File: config.mk
export PLATFORM = sky130hd
export DESIGN_NAME = br_predict_flat
export DESIGN_NICKNAME = d
export VERILOG_FILES = /design/src/rtl/br_predict_pkg.sv /design/src/rtl/br_predict_if.sv /design/src/rtl/br_predict_btb_array.sv /design/src/rtl/br_predict.sv /design/src/flat_wrapper.sv
export SDC_FILE = /design/constraint.sdc
export NUM_CORES = 2
export LEC_CHECK = 0
export BUFFER_PORTS_ARGS = -buffer_cell sky130_fd_sc_hd__buf_2
export CELL_PAD_IN_SITES_DETAIL_PLACEMENT = 0
export CELL_PAD_IN_SITES_GLOBAL_PLACEMENT = 1
export CORE_UTILIZATION = 57
export DETAILED_ROUTE_END_ITERATION = 7
export PLACE_DENSITY = 0.86
export SETUP_SLACK_MARGIN = 0.05
export SKIP_LAST_GASP = 1
export SYNTH_ARGS = -nofsm -noshare
export SYNTH_HDL_FRONTEND = slang
export SYNTH_SLANG_ARGS = --single-unit
File: constraint.sdc
create_clock -name clk_in -period 13.3 [get_ports clk_in]
set_input_delay 1.33 -clock clk_in [delete_from_list [all_inputs] [get_ports clk_in]]
set_output_delay 1.33 -clock clk_in [all_outputs]
set_load 0.02 [all_outputs]
File: src/rtl/br_predict_pkg.sv
// Shared types, defaults and helpers for the br_predict fetch-side branch predictor.
// Optional statistics counters are enabled with the BR_STATS_EN macro (see br_predict.sv).
package br_predict_pkg;

    localparam int unsigned BTB_ENTRIES_DEF = 16;
    localparam int unsigned PC_SZ_DEF       = 32;
    localparam int unsigned BR_KIND_W       = 2;
    localparam int unsigned CNTR_W          = 2;

    localparam logic [CNTR_W-1:0] CNTR_RESET      = 2'b01;
    localparam logic [CNTR_W-1:0] CNTR_ALLOC_COND = 2'b10;
    localparam logic [CNTR_W-1:0] CNTR_ALLOC_JUMP = 2'b11;

    typedef enum logic [BR_KIND_W-1:0] {
        BK_COND = 2'd0,
        BK_JAL  = 2'd1,
        BK_JALR = 2'd2,
        BK_XRET = 2'd3
    } br_kind_e;

    // 2-bit saturating counter step; never wraps at either end
    function automatic logic [CNTR_W-1:0] sat_cntr_update(input logic [CNTR_W-1:0] cntr,
                                                          input logic              taken);
        logic [CNTR_W-1:0] nxt;
        nxt = cntr;
        if (taken && (cntr != 2'b11)) begin
            nxt = cntr + 2'b01;
        end else if (!taken && (cntr != 2'b00)) begin
            nxt = cntr - 2'b01;
        end
        return nxt;
    endfunction

endpackage

File: src/rtl/br_predict_if.sv
// Fetch lookup, EXE resolution and redirect signals of the branch predictor.
interface br_predict_if
    import br_predict_pkg::*;
#(
    parameter int unsigned PC_SZ = PC_SZ_DEF
);

    logic                 fet_valid;
    logic [PC_SZ-1:0]     fet_pc;
    logic                 pred_taken;
    logic [PC_SZ-1:0]     pred_pc;

    logic                 upd_valid;
    logic [BR_KIND_W-1:0] upd_kind;
    logic [PC_SZ-1:0]     upd_pc;
    logic                 upd_taken;
    logic [PC_SZ-1:0]     upd_br_pc;
    logic [PC_SZ-1:0]     upd_no_br_pc;
    logic                 upd_pred_taken;
    logic [PC_SZ-1:0]     upd_pred_pc;

    logic                 redirect_valid;
    logic [PC_SZ-1:0]     redirect_pc;

    modport master (
        output fet_valid, fet_pc,
        output upd_valid, upd_kind, upd_pc, upd_taken, upd_br_pc, upd_no_br_pc,
        output upd_pred_taken, upd_pred_pc,
        input  pred_taken, pred_pc, redirect_valid, redirect_pc
    );

    modport slave (
        input  fet_valid, fet_pc,
        input  upd_valid, upd_kind, upd_pc, upd_taken, upd_br_pc, upd_no_br_pc,
        input  upd_pred_taken, upd_pred_pc,
        output pred_taken, pred_pc, redirect_valid, redirect_pc
    );

endinterface

File: src/rtl/br_predict_btb_array.sv
// Direct-mapped BTB register file: two combinational read ports (fetch lookup and
// update read-modify-write), one synchronous write port, synchronous reset clear.
module br_predict_btb_array
    import br_predict_pkg::*;
#(
    parameter int unsigned ENTRIES = BTB_ENTRIES_DEF,
    parameter int unsigned IDX_W   = 4,
    parameter int unsigned TAG_W   = 27,
    parameter int unsigned TGT_W   = 31
) (
    input  logic              clk,
    input  logic              rst,

    input  logic [IDX_W-1:0]  rd_idx,
    output logic              rd_valid,
    output logic [TAG_W-1:0]  rd_tag,
    output logic [TGT_W-1:0]  rd_target,
    output logic [CNTR_W-1:0] rd_cntr,

    input  logic [IDX_W-1:0]  rd2_idx,
    output logic              rd2_valid,
    output logic [TAG_W-1:0]  rd2_tag,
    output logic [TGT_W-1:0]  rd2_target,
    output logic [CNTR_W-1:0] rd2_cntr,

    input  logic              wr_en,
    input  logic [IDX_W-1:0]  wr_idx,
    input  logic [TAG_W-1:0]  wr_tag,
    input  logic [TGT_W-1:0]  wr_target,
    input  logic [CNTR_W-1:0] wr_cntr
);

    typedef struct packed {
        logic              valid;
        logic [TAG_W-1:0]  tag;
        logic [TGT_W-1:0]  target;
        logic [CNTR_W-1:0] cntr;
    } btb_entry_t;

    btb_entry_t mem [ENTRIES];

    // Storage: reset invalidates every entry and parks counters weakly not-taken
    always_ff @(posedge clk) begin
        if (rst) begin
            for (int i = 0; i < int'(ENTRIES); i++) begin
                mem[IDX_W'(i)].valid  <= 1'b0;
                mem[IDX_W'(i)].tag    <= '0;
                mem[IDX_W'(i)].target <= '0;
                mem[IDX_W'(i)].cntr   <= CNTR_RESET;
            end
        end else if (wr_en) begin
            mem[wr_idx].valid  <= 1'b1;
            mem[wr_idx].tag    <= wr_tag;
            mem[wr_idx].target <= wr_target;
            mem[wr_idx].cntr   <= wr_cntr;
        end
    end

    assign rd_valid   = mem[rd_idx].valid;
    assign rd_tag     = mem[rd_idx].tag;
    assign rd_target  = mem[rd_idx].target;
    assign rd_cntr    = mem[rd_idx].cntr;

    assign rd2_valid  = mem[rd2_idx].valid;
    assign rd2_tag    = mem[rd2_idx].tag;
    assign rd2_target = mem[rd2_idx].target;
    assign rd2_cntr   = mem[rd2_idx].cntr;

endmodule

File: src/rtl/br_predict.sv
// Fetch-side BTB branch predictor with EXE-side training and registered mispredict redirect.
// Define BR_STATS_EN to add the br_cnt / mp_cnt statistics outputs.
module br_predict
    import br_predict_pkg::*;
#(
    parameter int unsigned BTB_ENTRIES = BTB_ENTRIES_DEF,
    parameter int unsigned PC_SZ       = PC_SZ_DEF
) (
    input  logic        clk_in,
    input  logic        reset_in,
    br_predict_if.slave bp
`ifdef BR_STATS_EN
    ,
    output logic [31:0] br_cnt,
    output logic [31:0] mp_cnt
`endif
);

    localparam int unsigned IDX_W = $clog2(BTB_ENTRIES);
    localparam int unsigned TAG_W = PC_SZ - IDX_W - 1;
    localparam int unsigned TGT_W = PC_SZ - 1;

    if ((BTB_ENTRIES < 2) || ((BTB_ENTRIES & (BTB_ENTRIES - 1)) != 0)) begin : g_bad_cfg
        $error("br_predict: BTB_ENTRIES must be a power of 2 and at least 2");
    end

    logic [IDX_W-1:0]  fet_idx;
    logic [TAG_W-1:0]  fet_tag;
    logic              rd_valid;
    logic [TAG_W-1:0]  rd_tag;
    logic [TGT_W-1:0]  rd_target;
    logic [CNTR_W-1:0] rd_cntr;
    logic              hit;

    logic [IDX_W-1:0]  upd_idx;
    logic [TAG_W-1:0]  upd_tag;
    logic              u_valid;
    logic [TAG_W-1:0]  u_tag;
    logic [TGT_W-1:0]  u_target;
    logic [CNTR_W-1:0] u_cntr;
    logic              upd_hit;
    br_kind_e          kind;

    logic              wr_en;
    logic [TGT_W-1:0]  wr_target;
    logic [CNTR_W-1:0] wr_cntr;

    logic              mp;
    logic [PC_SZ-1:0]  nxt_redirect_pc;
    logic              unused_upd_pc_lsb;

    // Halfword-granular indexing so compressed instructions get their own entries
    assign fet_idx = bp.fet_pc[IDX_W:1];
    assign fet_tag = bp.fet_pc[PC_SZ-1:IDX_W+1];
    assign upd_idx = bp.upd_pc[IDX_W:1];
    assign upd_tag = bp.upd_pc[PC_SZ-1:IDX_W+1];
    assign kind    = br_kind_e'(bp.upd_kind);

    assign unused_upd_pc_lsb = bp.upd_pc[0];

    br_predict_btb_array #(
        .ENTRIES (BTB_ENTRIES),
        .IDX_W   (IDX_W),
        .TAG_W   (TAG_W),
        .TGT_W   (TGT_W)
    ) u_btb (
        .clk        (clk_in),
        .rst        (reset_in),
        .rd_idx     (fet_idx),
        .rd_valid   (rd_valid),
        .rd_tag     (rd_tag),
        .rd_target  (rd_target),
        .rd_cntr    (rd_cntr),
        .rd2_idx    (upd_idx),
        .rd2_valid  (u_valid),
        .rd2_tag    (u_tag),
        .rd2_target (u_target),
        .rd2_cntr   (u_cntr),
        .wr_en      (wr_en),
        .wr_idx     (upd_idx),
        .wr_tag     (upd_tag),
        .wr_target  (wr_target),
        .wr_cntr    (wr_cntr)
    );

    // Lookup reads the registered table only, so a same-cycle update is not bypassed
    assign hit           = bp.fet_valid & rd_valid & (rd_tag == fet_tag);
    assign bp.pred_taken = hit & rd_cntr[1];
    assign bp.pred_pc    = bp.pred_taken ? {rd_target, 1'b0} : bp.fet_pc;

    assign upd_hit = u_valid & (u_tag == upd_tag);

    // Training: conditional branches step the counter, jumps install strongly taken
    always_comb begin
        wr_en     = 1'b0;
        wr_target = bp.upd_br_pc[PC_SZ-1:1];
        wr_cntr   = u_cntr;
        if (bp.upd_valid) begin
            case (kind)
                BK_COND: begin
                    if (upd_hit) begin
                        wr_en   = 1'b1;
                        wr_cntr = sat_cntr_update(u_cntr, bp.upd_taken);
                        if (!bp.upd_taken) begin
                            wr_target = u_target;
                        end
                    end else if (bp.upd_taken) begin
                        wr_en   = 1'b1;
                        wr_cntr = CNTR_ALLOC_COND;
                    end
                end
                BK_JAL, BK_JALR: begin
                    wr_en   = 1'b1;
                    wr_cntr = CNTR_ALLOC_JUMP;
                end
                default: begin
                    wr_en = 1'b0;
                end
            endcase
        end
    end

    assign mp = bp.upd_valid &
                ((bp.upd_taken != bp.upd_pred_taken) |
                 (bp.upd_taken & (bp.upd_br_pc != bp.upd_pred_pc)));

    assign nxt_redirect_pc = bp.upd_taken ? bp.upd_br_pc : bp.upd_no_br_pc;

    // Redirect register: one pulse per mispredicting resolution
    always_ff @(posedge clk_in) begin
        if (reset_in) begin
            bp.redirect_valid <= 1'b0;
            bp.redirect_pc    <= '0;
        end else begin
            bp.redirect_valid <= mp;
            bp.redirect_pc    <= nxt_redirect_pc;
        end
    end

`ifdef BR_STATS_EN
    // Free-running statistics; wrap naturally at 2^32
    always_ff @(posedge clk_in) begin
        if (reset_in) begin
            br_cnt <= '0;
            mp_cnt <= '0;
        end else begin
            if (bp.upd_valid) begin
                br_cnt <= br_cnt + 32'd1;
            end
            if (mp) begin
                mp_cnt <= mp_cnt + 32'd1;
            end
        end
    end
`endif

endmodule
File: src/flat_wrapper.sv
// flat-port wrapper written by rule: the top's interface ports become plain ports
module br_predict_flat import br_predict_pkg::*;
#(
    parameter int unsigned BTB_ENTRIES = BTB_ENTRIES_DEF,
    parameter int unsigned PC_SZ       = PC_SZ_DEF
)
  (clk_in, reset_in, bp_fet_valid, bp_fet_pc, bp_upd_valid, bp_upd_kind, bp_upd_pc, bp_upd_taken, bp_upd_br_pc, bp_upd_no_br_pc, bp_upd_pred_taken, bp_upd_pred_pc, bp_pred_taken, bp_pred_pc, bp_redirect_valid, bp_redirect_pc);
  br_predict_if #(.PC_SZ(PC_SZ)) bp_i ();
  input  logic clk_in;
  input  logic reset_in;
  input wire logic [$bits(bp_i.fet_valid)-1:0] bp_fet_valid;
  input wire logic [$bits(bp_i.fet_pc)-1:0] bp_fet_pc;
  input wire logic [$bits(bp_i.upd_valid)-1:0] bp_upd_valid;
  input wire logic [$bits(bp_i.upd_kind)-1:0] bp_upd_kind;
  input wire logic [$bits(bp_i.upd_pc)-1:0] bp_upd_pc;
  input wire logic [$bits(bp_i.upd_taken)-1:0] bp_upd_taken;
  input wire logic [$bits(bp_i.upd_br_pc)-1:0] bp_upd_br_pc;
  input wire logic [$bits(bp_i.upd_no_br_pc)-1:0] bp_upd_no_br_pc;
  input wire logic [$bits(bp_i.upd_pred_taken)-1:0] bp_upd_pred_taken;
  input wire logic [$bits(bp_i.upd_pred_pc)-1:0] bp_upd_pred_pc;
  output wire logic [$bits(bp_i.pred_taken)-1:0] bp_pred_taken;
  output wire logic [$bits(bp_i.pred_pc)-1:0] bp_pred_pc;
  output wire logic [$bits(bp_i.redirect_valid)-1:0] bp_redirect_valid;
  output wire logic [$bits(bp_i.redirect_pc)-1:0] bp_redirect_pc;
  assign bp_i.fet_valid = bp_fet_valid;
  assign bp_i.fet_pc = bp_fet_pc;
  assign bp_i.upd_valid = bp_upd_valid;
  assign bp_i.upd_kind = bp_upd_kind;
  assign bp_i.upd_pc = bp_upd_pc;
  assign bp_i.upd_taken = bp_upd_taken;
  assign bp_i.upd_br_pc = bp_upd_br_pc;
  assign bp_i.upd_no_br_pc = bp_upd_no_br_pc;
  assign bp_i.upd_pred_taken = bp_upd_pred_taken;
  assign bp_i.upd_pred_pc = bp_upd_pred_pc;
  assign bp_pred_taken = bp_i.pred_taken;
  assign bp_pred_pc = bp_i.pred_pc;
  assign bp_redirect_valid = bp_i.redirect_valid;
  assign bp_redirect_pc = bp_i.redirect_pc;
  br_predict #(.BTB_ENTRIES(BTB_ENTRIES), .PC_SZ(PC_SZ)) u_core (.clk_in(clk_in), .reset_in(reset_in), .bp(bp_i));
endmodule
# Yosys cells after proc, flatten, opt, wreduce, memory -nomap -nowiden
# Memories as Yosys holds them, arrays and structs flattened.
# Cells that the tools add are included.
# op_classes
n_bitwise	7
n_reduce_logical	7
eq_ne	7
n_addsub	2
muxes	24
# op_table
op	n
two-way mux 31 bit	4
two-way mux 32 bit	2
two-way mux 61 bit	1
OR reduction 61 bit	1
equality test 27 bit	2
!= test 32 bit	1
two-way mux 2 bit	5
two-way mux 1 bit	9
bitwise AND 1 bit	6
two-way mux 4 bit	1
one-hot mux 2 bit (2 select lines)	1
adder 2 x 1 -> 2 bit, second input constant	1
equality test 2 x 1 -> 1 bit, second input constant	1
equality test 2 bit, second input constant	1
logical AND 1 bit	2
zero test 2 bit	1
!= test 2 bit, second input constant	1
one-hot mux 1 bit (2 select lines)	1
nonzero test 2 bit	1
OR reduction 2 bit	1
subtractor 2 x 1 -> 2 bit, second input constant	1
zero test 1 bit	1
!= test 1 bit	1
OR 1 bit	1
# word_totals
regBits	33
in_bits	168
elab_cells	50
ramBits	976
out_inout_bits	66
mem_count	1
# memory_table
name	words	width	read_ports	rd_ports_with_merged_regs	wr	line_no	text
u_core.u_btb.mem	16	61	2	0	16	br_predict_btb_array.sv:40	btb_entry_t mem [ENTRIES];

# Longest topological paths before layout
# An unclocked memory read counts as a cell.
# logic_depth
depth_word	11
ltp_mapped	18
depth_no_buf	10

# Modules after synthesis
# Synthesis repeated with hierarchy kept, for this count alone.
# unflattened
cells_unflattened	3508
hier_area_um2	53413.7
# by_module_without_submodules
mod	seq_area_each_um2	cells_per_inst	area_each_um2	instances
br_predict_btb_array	29148.0	3178	50180.6	1
br_predict	660.6	330	3233.1	1

# Least setup slack after synthesis
# Ideal clock, no wire load.
# synth_path
kind	input to output
from	input bp_fet_pc[1]
to	output bp_pred_pc[13]
t_required_ns	11.970
arrival_time_ns	4.918
path_buffers	5
cell_stages	13
path_slack_ns	7.052
cell_sequence	clkbuf_1 -> buf_2 -> buf_1 -> mux4_2 -> mux4_2 -> xnor2_1 -> nand4_1 -> nor3_1 -> and4_1 -> clkbuf_1 -> buf_1 -> nand2_1 -> nand2_1
# synth_via
elab_chain_cells	5
word_cells_on_any_way	6
cone_classes	1 x eq/ne; 1 x mux; 3 x bitwise; 1 x memory
# synth_rtl
element	line_no	text
start, declared	flat_wrapper.sv:12	input wire logic [$bits(bp_i.fet_pc)-1:0] bp_fet_pc;
memory read (16 x 61 bit) *	-	
equality test 27 bit or bitwise AND 1 bit (tied branches)	br_predict.sv:87	assign hit = bp.fet_valid & rd_valid & (rd_tag == fet_tag);
bitwise AND 1 bit	br_predict.sv:87	
bitwise AND 1 bit *	br_predict.sv:88	assign bp.pred_taken = hit & rd_cntr[1];
named net bp_pred_taken	flat_wrapper.sv:21	output wire logic [$bits(bp_i.pred_taken)-1:0] bp_pred_taken;
two-way mux 32 bit *	br_predict.sv:89	assign bp.pred_pc = bp.pred_taken ? {rd_target, 1'b0} : bp.fet_pc;
end, declared	flat_wrapper.sv:22	output wire logic [$bits(bp_i.pred_pc)-1:0] bp_pred_pc;
# Mark *: on every way through the listed nets, which the timed path passes. The rest lies on a longest branch.

# Worst setup path in the final report
# layout_path
from	input bp_fet_pc[3]
to	output bp_pred_pc[28]
# layout_via
elab_chain_cells	5
word_cells_on_any_way	6
cone_classes	1 x eq/ne; 1 x mux; 3 x bitwise; 1 x memory
# layout_rtl
element	line_no
memory read (16 x 61 bit) *	-
equality test 27 bit or bitwise AND 1 bit (tied branches)	br_predict.sv:87
bitwise AND 1 bit	br_predict.sv:87
bitwise AND 1 bit	br_predict.sv:88
two-way mux 32 bit *	br_predict.sv:89
# Mark *: on every way between the ends. The rest lies on a longest branch, timed or not.

==> implementation parameters <==
Parameter                              Value

Run status
  Outcome ... finished clean

Timing
  Setup repair after global routing missed its margin ... no
  Clock tree skew after final layout ... 43.1 ps
  Accumulated negative setup slack ... 0 ps
  Remaining max-slew budget at the tightest pin ... 16.7%
  Final period util ... 63.2%
  Final setup violation count ... 0
  Least-Margin Pin Slew ... 1210 ps
  Time the worst path needs with I/O delays and setup ... 8410 ps
  Maximum clock rate ... 119 MHz
  Final max-slew violation count ... 0
  Final number of hold-violating endpoints ... 0

Die
  Die ar. ... 95900 um^2
  Number of rows in the core area ... 112
  Core area ... 93600 um^2
  Die H ... 310 um
  Initial core utilization ... 57.6%
  Die extent in x ... 310 um
  I/O pin cnt ... 234

CTS
  Setup bufs post-CTS ... 0
  Clock tree buffer depth ... 3
  Root buffer cell ... sky130_fd_sc_hd__clkbuf_16
  Sinks on Clock Net ... 1009
  Number of H-tree branching levels ... 3
  Clock tree from TritonCTS ... built
  Post-CTS sizing ... 0
  Num CTS Buffers ... 105
  Clock latency on the worst-skew pair ... 710 ps
  # hold bufs at CTS ... 0
  Clock-pin slew on the worst setup and hold paths ... 60 ps

Global route
  First-pass GRT wire length ... 253000 um
  Global-route met1 utilization ... 52.1%
  GRT Util Overall ... 37.6%
  Met3 routing resource usage after global routing ... 9.14%
  Vias in the first global route ... 35300
  Grt peak-use layer ... met2
  Maximum number of pins on one net before global-route repair ... 125
  Met2 demand-to-capacity share in global routing ... 56.5%
  Overflow left after global routing ... 0
  Initial antenna violation count ... 5

Detailed routing
  Via count ... 36500
  Detail Route Antenna Nets ... 0
  Detailed-route vias per instance ... 7.21
  Iteration-0 DRC count of the detailed router ... 6087
  Average wire length per cell after detail routing ... 35.3 um
  Overall routed net length ... 178000 um
  Remaining routing DRC violations ... 0
  Iteration count of the initial detailed-routing pass ... 6

Worst setup path
  Worst-path maximum fanout ... 96
  Critical path class ... in -> out
  Reg2reg path depth ... 11
  Required time of the critical path ... 11970 ps
  Worst setup SP type ... input port
  Arrival time at the worst endpoint ... 7080 ps
  CP Capture Type ... primary output

Synth
  Cells after synthesis ... 3641
  Portion of the post-synthesis area used by sequential elements ... 55.2%
  Count of flip-flops with a built-in enable after synthesis ... 960
  Post-synthesis cell area ... 54000 um^2
  Ys Warns ... 0
  Ys async rst share ... 0%
  Number of storage elements in the synthesis netlist ... 1009
  Flip-flop cell with the highest count after synthesis ... sky130_fd_sc_hd__edfxtp_1
  Net count of the mapped netlist ... 3813
  Synth Area per Inst ... 14.8 um^2
  Number of distinct library cell variants in the gate-level netlist after synthesis ... 76

Layout
  Fraction of layout instances using a drive strength above 1 ... 31.8%
  # nets final ... 3884
  Layout area overhead ... 9.89%

Placement
  HPWL reported at the end of detailed placement ... 99900 um
  Placer's final routability congestion estimate ... 0.899
  Number of port buffers ... 232

Worst hold path
  Class of the worst hold path ... reg -> reg
  Cell depth of the worst hold path ... 2

Job
  Max-cap violation count ... 0

Power
  Max IR drop VDD ... 110 uV
  Pwr Total ... 7.71 mW
  LEAKAGE ... 20.4 nW
  Power density over cell area ... 130 nW/um^2
final timing paths:
kind	start	to	slack [ps]
worst min-delay path	u_core.u_btb.mem[8][60]$_SDFFE_PP1P_	u_core.u_btb.mem[8][60]$_SDFFE_PP1P_	480
worst min register to register	u_core.u_btb.mem[8][60]$_SDFFE_PP1P_	u_core.u_btb.mem[8][60]$_SDFFE_PP1P_	480
worst max register to register	u_core.u_btb.mem[10][33]$_DFFE_PP_	u_core.u_btb.mem[7][44]$_DFFE_PP_	6860
worst max-delay path	bp_fet_pc[3]	bp_pred_pc[28]	4890
flip-flops by register name, indices dropped and copies added, names as in the netlist:
register,count
u_core.bp.redirect_pc,32
u_core.u_btb.mem,976
u_core.bp.redirect_valid,1
logic make-up after synthesis:
family,Yosys count,share of synthesized area (%)
muxes,708,25.4
buffers and inverters,406,3.68
and+or+nand+nor,1259,11.9
DFF,1009,55.2
xor gates and xnor gates,81,1.31
adders and majority gates,4,0.0927
AOI/OAI and AO/OA,174,2.35
metrics by stage:
step / std cells / util (%) / setup slack [ps] / hold slack (ps) / instance area, um^2
final: 5055 / 63.3 / 4890 / 480 / 59300
after global routing: 5054 / 63.3 / 4520 / 488 / 59300
after CTS: 5053 / 63.3 / 4930 / 476 / 59300
after detailed placement: 4859 / 59.7 / 4510 / 468 / 55900
after global placement: 4859 / 59.7 / 4550 / 456 / 55900
after floorplan: 3641 / - / 7050 / 440 / 54000
critical path, cell delays in order:
cell	delay, ps
sky130_fd_sc_hd__buf_8	540
sky130_fd_sc_hd__buf_4	810
sky130_fd_sc_hd__mux4_2	420
sky130_fd_sc_hd__mux4_2	560
sky130_fd_sc_hd__xnor2_1	830
sky130_fd_sc_hd__nand4_1	210
sky130_fd_sc_hd__nor2_1	590
sky130_fd_sc_hd__and4_2	1070
sky130_fd_sc_hd__nand2_1	350
sky130_fd_sc_hd__nand2_1	150
sky130_fd_sc_hd__buf_2	170
synth_stat cells (all sizes together) (10+ instances only):
| cell | count | area, um^2 |
|---|---|---|
| a21o | 11 | 82.6 |
| a21oi | 13 | 65.1 |
| a221oi | 12 | 105 |
| a22o | 10 | 87.6 |
| a22oi | 21 | 158 |
| and2 | 201 | 1260 |
| buf | 189 | 1170 |
| clkbuf | 177 | 666 |
| dfxtp | 49 | 981 |
| edfxtp | 960 | 28800 |
| inv | 36 | 135 |
| mux2 | 24 | 274 |
| mux2i | 156 | 1560 |
| mux4 | 528 | 11900 |
| nand2 | 123 | 462 |
| nand2b | 18 | 113 |
| nand3 | 24 | 220 |
| nand4 | 15 | 93.8 |
| nor2 | 633 | 2770 |
| nor3 | 149 | 766 |
| nor3b | 47 | 353 |
| nor4 | 15 | 134 |
| o211ai | 11 | 82.6 |
| o21ai | 34 | 170 |
| o22ai | 10 | 62.6 |
| xnor2 | 38 | 333 |
| xor2 | 43 | 377 |
metal layers:
layer	vias up	wire length, um
li1	14200	-
met1	18400	61200
met2	3279	81800
met3	533	26100
met4	2	9370
met5	-	11
power by group:
group	internal (mW)	switching [mW]	total, mW
registers	3.65	0.0913	3.74
logic	0.416	0.590	1.01
clock network	1.65	1.30	2.96
cells in the final DEF, fill, tap and decap left out, drive strengths merged, types with 13 or more instances in the layout:
master and count:
a21oi 13, a22oi 21, and2 201, buf 330, clkbuf 134, clkinv 49
dfxtp 49, edfxtp 960, inv 38, mux2 24, mux2i 156, mux4 528
nand2 123, nand2b 18, nand3 24, nand4 15, nor2 633, nor3 149
nor3b 47, nor4 15, o21ai 34, xnor2 38, xor2 43
cell type report:
| class | count | area, um^2 |
|---|---|---|
| clock inverters | 60 | 588 |
| fillers | 6863 | 34300 |
| multi-input cells | 2226 | 22400 |
| repair buffers | 330 | 1970 |
| inverters | 40 | 151 |
| clock buffers | 134 | 2810 |
| well taps | 1254 | 1570 |
| diodes | 2 | 5.00 |
| flip-flops and latches | 1009 | 29800 |
(Power assumes the default switching activity.)
